$ cat src/rtl/brick_scan_if.sv
// brick_scan_if
// Groups the two buses that brick_scan sits between: the brick memory read
// port and the shared VGA draw unit.
//   mem_address  brick memory read address (driven by the scanner)
//   mem_health   brick memory read data, one cycle after the address
//   x_out/y_out  top-left pixel of the brick being drawn
//   colour       fill colour for the brick being drawn
//   draw_req     high while a draw is wanted and x/y/colour are valid
//   draw_done    draw unit has finished the current brick
// master: the scanner side. slave: the memory + draw unit side.
interface brick_scan_if;
  logic [9:0] mem_address;
  logic [1:0] mem_health;
  logic [9:0] x_out;
  logic [9:0] y_out;
  logic [2:0] colour;
  logic       draw_req;
  logic       draw_done;

  modport master (
    output mem_address, x_out, y_out, colour, draw_req,
    input  mem_health, draw_done
  );

  modport slave (
    input  mem_address, x_out, y_out, colour, draw_req,
    output mem_health, draw_done
  );
endinterface

$ cat src/rtl/brick_scan.sv
// brick_scan
// Walks the brick memory one address per brick, turns each address into a
// screen position, asks the draw unit to repaint the brick in a colour taken
// from its health, and counts how many bricks are still alive. A one-cycle
// done pulse marks the end of a pass; bricks_left then holds the live count.
// Ports:
//   clk          rising-edge clock
//   resetn       asynchronous active-low reset
//   start        request a pass (only looked at while idle)
//   bus          memory read port + draw unit handshake (master side)
//   busy         high whenever a pass is in progress, including DONE
//   done         one-cycle pulse at the end of a pass
//   bricks_left  live brick count from the last completed pass
module brick_scan #(
  parameter int BRICK_NUM = 40,
  parameter int COLS      = 16,
  parameter int BRICK_W   = 10,
  parameter int BRICK_H   = 5,
  parameter int Y_OFF     = 10
) (
  input  logic               clk,
  input  logic               resetn,
  input  logic               start,
  brick_scan_if.master       bus,
  output logic               busy,
  output logic               done,
  output logic [9:0]         bricks_left
);

  localparam int         COL_BITS  = $clog2(COLS);
  localparam logic [9:0] COL_MASK  = 10'(COLS - 1);
  localparam logic [9:0] LAST_ADDR = 10'(BRICK_NUM - 1);

  typedef enum logic [2:0] {
    IDLE,
    READ,
    WAIT,
    DRAW,
    NEXT,
    DONE
  } state_t;

  state_t     state_q, state_d;
  logic [9:0] addr_q, addr_d;
  logic [9:0] live_q, live_d;
  logic [9:0] left_q, left_d;
  logic [9:0] x_q, x_d;
  logic [9:0] y_q, y_d;
  logic [1:0] health_q, health_d;
  logic [2:0] colour_q, colour_d;
  logic       draw_req_q, draw_req_d;
  logic       busy_q, busy_d;
  logic       done_q, done_d;

  logic [9:0] col;
  logic [9:0] row;

  // Health 0 paints black so that destroyed bricks get erased from screen.
  function automatic logic [2:0] health_colour(input logic [1:0] health);
    case (health)
      2'd1:    health_colour = 3'b010;
      2'd2:    health_colour = 3'b110;
      2'd3:    health_colour = 3'b100;
      default: health_colour = 3'b000;
    endcase
  endfunction

  // COLS is a power of two, so the column is the low address bits and the
  // row is what remains above them. Position math wraps at 10 bits.
  always_comb begin
    col = addr_q & COL_MASK;
    row = addr_q >> COL_BITS;
  end

  always_comb begin
    state_d  = state_q;
    addr_d   = addr_q;
    live_d   = live_q;
    left_d   = left_q;
    x_d      = x_q;
    y_d      = y_q;
    health_d = health_q;
    colour_d = colour_q;

    case (state_q)
      IDLE: begin
        if (start) begin
          addr_d  = '0;
          live_d  = '0;
          state_d = READ;
        end
      end
      READ: begin
        state_d = WAIT;
      end
      WAIT: begin
        // Synchronous RAM: the data for addr_q is on mem_health now.
        health_d = bus.mem_health;
        colour_d = health_colour(bus.mem_health);
        x_d      = col * 10'(BRICK_W);
        y_d      = 10'(Y_OFF) + row * 10'(BRICK_H);
        state_d  = DRAW;
      end
      DRAW: begin
        if (bus.draw_done) begin
          state_d = NEXT;
        end
      end
      NEXT: begin
        if (health_q != 2'd0) begin
          live_d = live_q + 10'd1;
        end
        if (addr_q == LAST_ADDR) begin
          state_d = DONE;
        end else begin
          addr_d  = addr_q + 10'd1;
          state_d = READ;
        end
      end
      DONE: begin
        left_d  = live_q;
        state_d = IDLE;
      end
      default: begin
        state_d = IDLE;
      end
    endcase

    // Handshake/status outputs are registered, so they are decoded from the
    // state being entered rather than the current one.
    draw_req_d = (state_d == DRAW);
    busy_d     = (state_d != IDLE);
    done_d     = (state_d == DONE);
  end

  always_ff @(posedge clk or negedge resetn) begin
    if (!resetn) begin
      state_q    <= IDLE;
      addr_q     <= '0;
      live_q     <= '0;
      left_q     <= '0;
      x_q        <= '0;
      y_q        <= '0;
      health_q   <= '0;
      colour_q   <= '0;
      draw_req_q <= 1'b0;
      busy_q     <= 1'b0;
      done_q     <= 1'b0;
    end else begin
      state_q    <= state_d;
      addr_q     <= addr_d;
      live_q     <= live_d;
      left_q     <= left_d;
      x_q        <= x_d;
      y_q        <= y_d;
      health_q   <= health_d;
      colour_q   <= colour_d;
      draw_req_q <= draw_req_d;
      busy_q     <= busy_d;
      done_q     <= done_d;
    end
  end

  assign bus.mem_address = addr_q;
  assign bus.x_out       = x_q;
  assign bus.y_out       = y_q;
  assign bus.colour      = colour_q;
  assign bus.draw_req    = draw_req_q;
  assign busy            = busy_q;
  assign done            = done_q;
  assign bricks_left     = left_q;

endmodule

$ cat src/flat_wrapper.sv
// flat-port wrapper written by rule: the top's interface ports become plain ports
module brick_scan_flat 
#(
  parameter int BRICK_NUM = 40,
  parameter int COLS      = 16,
  parameter int BRICK_W   = 10,
  parameter int BRICK_H   = 5,
  parameter int Y_OFF     = 10
)
  (clk, resetn, start, busy, done, bricks_left, bus_mem_address, bus_x_out, bus_y_out, bus_colour, bus_draw_req, bus_mem_health, bus_draw_done);
  brick_scan_if bus_i ();
  input  logic clk;
  input  logic resetn;
  input  logic start;
  output logic busy;
  output logic done;
  output logic [9:0] bricks_left;
  output wire logic [$bits(bus_i.mem_address)-1:0] bus_mem_address;
  output wire logic [$bits(bus_i.x_out)-1:0] bus_x_out;
  output wire logic [$bits(bus_i.y_out)-1:0] bus_y_out;
  output wire logic [$bits(bus_i.colour)-1:0] bus_colour;
  output wire logic [$bits(bus_i.draw_req)-1:0] bus_draw_req;
  input wire logic [$bits(bus_i.mem_health)-1:0] bus_mem_health;
  input wire logic [$bits(bus_i.draw_done)-1:0] bus_draw_done;
  assign bus_mem_address = bus_i.mem_address;
  assign bus_x_out = bus_i.x_out;
  assign bus_y_out = bus_i.y_out;
  assign bus_colour = bus_i.colour;
  assign bus_draw_req = bus_i.draw_req;
  assign bus_i.mem_health = bus_mem_health;
  assign bus_i.draw_done = bus_draw_done;
  brick_scan #(.BRICK_NUM(BRICK_NUM), .COLS(COLS), .BRICK_W(BRICK_W), .BRICK_H(BRICK_H), .Y_OFF(Y_OFF)) u_core (.clk(clk), .resetn(resetn), .start(start), .bus(bus_i), .busy(busy), .done(done), .bricks_left(bricks_left));
endmodule
$ cat config.mk
export PLATFORM = sky130hd
export DESIGN_NAME = brick_scan_flat
export DESIGN_NICKNAME = d
export VERILOG_FILES = /design/src/rtl/brick_scan_if.sv /design/src/rtl/brick_scan.sv /design/src/flat_wrapper.sv
export SDC_FILE = /design/constraint.sdc
export NUM_CORES = 1
export LEC_CHECK = 0
export ABC_AREA = 0
export CORE_ASPECT_RATIO = 0.8
export CORE_MARGIN = 1
export CORE_UTILIZATION = 53
export DETAILED_ROUTE_END_ITERATION = 8
export GPL_ROUTABILITY_DRIVEN = 0
export PLACE_DENSITY = 0.76
export RECOVER_POWER = 100
export SKIP_CTS_REPAIR_TIMING = 1
export SLEW_MARGIN = 20
export SYNTH_ARGS = -nofsm -noshare
export SYNTH_HDL_FRONTEND = slang
export SYNTH_SLANG_ARGS = --single-unit
$ cat constraint.sdc
create_clock -name clk -period 3.1 [get_ports clk]
set_input_delay 0.93 -clock clk [delete_from_list [all_inputs] [get_ports clk]]
set_output_delay 0.93 -clock clk [all_outputs]
set_load 0.05 [all_outputs]
==> impl_metrics.py <==
metrics = {
    "detailed_routing": {
        "drc": 0,
        "routedWlPerCell_um": 14.3,
        "vias_per_cell": 5.38,
        "drt-total-wl_um": 6120,
        "drtPass1Iterations": 4,
        "drtIter0Drc": 125,
        "vias": 2298,
        "ant_nets": 0,
    },
    "synthesis": {
        "synth_top_cell_by_area": "dfrtp_1",
        "synth_flop_cell": "dfrtp_1",
        "synth-seq-cells": 57,
        "synth-edff-count": 0,
        "yosysMostFrequentCell": "dfrtp_1",
        "syn_avg_cell_area_um2": 10.2,
        "synth_area_um2": 3020,
        "yosys.cell_types.count": 57,
        "synth_top_cell_area_share_pct": 47.3,
        "netlist_top_cells_count": "57 x dfrtp_1, 43 x nand2_1, 20 x o21ai_0, 18 x ha_1, 18 x nor2_1",
        "async_reset_ff_share_pct": 100,
        "yosys_warnings": 0,
        "synthCells": 296,
        "ys_seq_area_share_pct": 47.3,
        "synth.area.top_cells": "dfrtp_1 47%, ha_1 7.5%, nand2_1 5.3%",
    },
    "global_route": {
        "grt_usage_pct": 23.3,
        "grt_most_used_layer": "met2",
        "gr-usage-met3_pct": 8.33,
        "grt_max_degree": 58,
        "antenna_found_initial": 0,
        "use_met1_pct": 31.9,
        "grtUsageMet2_pct": 33.6,
        "grt_pass1_vias": 2141,
        "grt_overflow_total": 0,
        "grt_pass1_wl_um": 10500,
    },
    "die": {
        "ios": 52,
        "start_util_pct": 55.2,
        "core_um2": 5470,
        "fp-row-count": 24,
        "fp.dieArea_um2": 6000,
        "dieHeight_um": 69.5,
        "die_x_um": 86.4,
    },
    "clocking": {
        "cts_tree": "built",
        "cts_made_buffers": 9,
        "cts.path.max_buffers": 2,
        "h-tree-depth": 3,
        "cts_root_buffer": "clkbuf_8",
        "cts_sinks": 57,
        "clk_pin_slew_ps": 60,
        "clock_latency_ps": 340,
    },
    "worst_setup_path": {
        "worstReg2RegEnd": "u_core.bus.y_out[7]",
        "crit_family": "buffers and inverters",
        "cp_slowest_cell": "dlygate4sd3_1",
        "max_stage_delay_ps": 930,
        "crit_start": "u_core.bus.mem_address[4]",
        "crit_cells": 1,
        "crit_fanout": 11,
        "worstSetupStartpointType": "register",
        "path_cells": "dlygate4sd3_1",
        "cp.arrival_ps": 1830,
        "crit_required_ps": 2170,
        "crit_buf_inv": 1,
        "endpoint": "bus_mem_address[4]",
        "critical_path_class": "reg2out",
        "r2r_slack_ps": 510,
        "r2r-start": "u_core.bus.mem_address[7]",
        "rr_worst_depth": 7,
        "end_kind": "primary output",
    },
    "layout": {
        "drive_gt1_share_pct": 10.6,
        "final_core_util_pct": 67.5,
        "nets": 371,
        "antenna_cells": 0,
        "finalInstanceArea_um2": 3690,
        "final_cells": 427,
        "synthToLayoutAreaGrowth_pct": 22.2,
    },
    "sta": {
        "setup_violations": 0,
        "min_period_ps": 2760,
        "finClkSkew_ps": 2.74,
        "report.final.hold_viol_count": 0,
        "worst_pin_slew_ps": 1350,
        "grt_setup_unrepaired": "no",
        "maxSlewViolCount": 0,
        "fmax_ghz": 0.362,
        "finalSetupTns_ps": 0,
        "slew_headroom_pct": 9.91,
        "fin_crit_sh_pct": 89.0,
        "setup_slack_ps": 341,
    },
    "placement": {
        "dpl.cell_count": 412,
        "post-place-ws_ps": 334,
        "port_buffers": 47,
        "post-dp-hpwl_um": 4220,
        "dpl_cell_area_um2": 3540,
    },
    "power_and_ir_drop": {
        "vdd_ir_drop_max_v": 0.000466,
        "powerDensity_nw_per_um2": 788,
        "leakagePower_nw": 1.84,
    },
    "flow_run": {
        "drv_cap": 0,
    },
    "hold_path": {
        "holdPathStages": 2,
        "min_path_type": "reg2reg",
    },
    "status": {
        "status": "completed",
    },
}
[worst reg2reg max path: cells and delay by family (launching register included)]
family	cells	cell delay, ps
adders and majority gates	3	950
DFF	1	480
AOI/OAI and AO/OA	4	1080
[worst min-delay path by stage]
stage	startpoint	end	slack, ps
detailed placement	u_core.bus.colour[1]	u_core.bus.colour[1]	470
floorplan	u_core.health_q[1]	u_core.health_q[1]	470
global route	u_core.bus.y_out[9]	u_core.bus.y_out[9]	490
CTS	u_core.bus.colour[1]	u_core.bus.colour[1]	490
global placement	u_core.bus.y_out[2]	u_core.bus.y_out[2]	460
finish	u_core.bus.colour[1]	u_core.bus.colour[1]	470
[layout make-up]
class / count / area [um2]
Inverter: 10 / 37.5
Tap cell: 78 / 97.6
Sequential cell: 57 / 1430
Multi-Input combinational cell: 214 / 1440
Fill cell: 440 / 1780
Timing Repair Buffer: 53 / 497
Clock buffer: 12 / 155
Clock inverter: 3 / 40.0
[cells by family (layout without fill, tap and decap cells)]
kind of cell | count (synthesis) | in the layout | share of synthesized area [%]
simple gates | 116 | 116 | 20.7
flops | 57 | 57 | 47.3
compound gates | 51 | 51 | 10.8
buf+inv | 28 | 78 | 4.73
fa+ha+maj | 20 | 20 | 8.79
mux | 13 | 13 | 4.73
xor+xnor | 10 | 10 | 2.90
other cells | 1 | 4 | 0.124
[flip-flops by register name (all words and copies together) (netlist names)]
signal                  cells
u_core.bricks_left         10
u_core.bus.colour           2
u_core.bus.draw_req         1
u_core.bus.mem_address     10
u_core.bus.x_out            7
u_core.bus.y_out           10
u_core.busy                 1
u_core.done                 1
u_core.health_q             2
u_core.live_q              10
u_core.state_q              3
[cells in the final DEF (no fill, tap or decap), types with 7 or more instances in the layout]
cell and n:
a21oi_1 11, clkbuf_8 11, dfrtp_1 57, dlygate4sd3_1 43, ha_1 18, inv_1 10
mux2_2 10, nand2_1 43, nand3_1 7, nand4_1 9, nor2_1 18, o21ai_0 20
or3_1 7
[power breakdown]
group	internal, mW	switching [mW]	leakage (nW)
Clock	0.408	0.291	0.102
Sequential	0.912	0.168	0.767
Combinational	0.342	0.787	0.968
[stage by stage]
| stage | power [mW] | hold WS (ps) |
|---|---|---|
| final | 2.91 | 473 |
| after global routing | 3.09 | 488 |
| after CTS | 3.01 | 485 |
| after detailed placement | 2.30 | 469 |
| after global placement | 2.28 | 458 |
| after floorplan | 1.92 | 465 |
[layer usage]
metal  routed length (um)  share of wire (%)  vias up
met5                    0                  0        -
met3                  309                5.1       11
li1                     -                  -     1138
met1                 2960                 48     1093
met2                 2750                 45       56
met4                   88                1.4        0
Note: power is estimated with default switching activity, not from simulation.
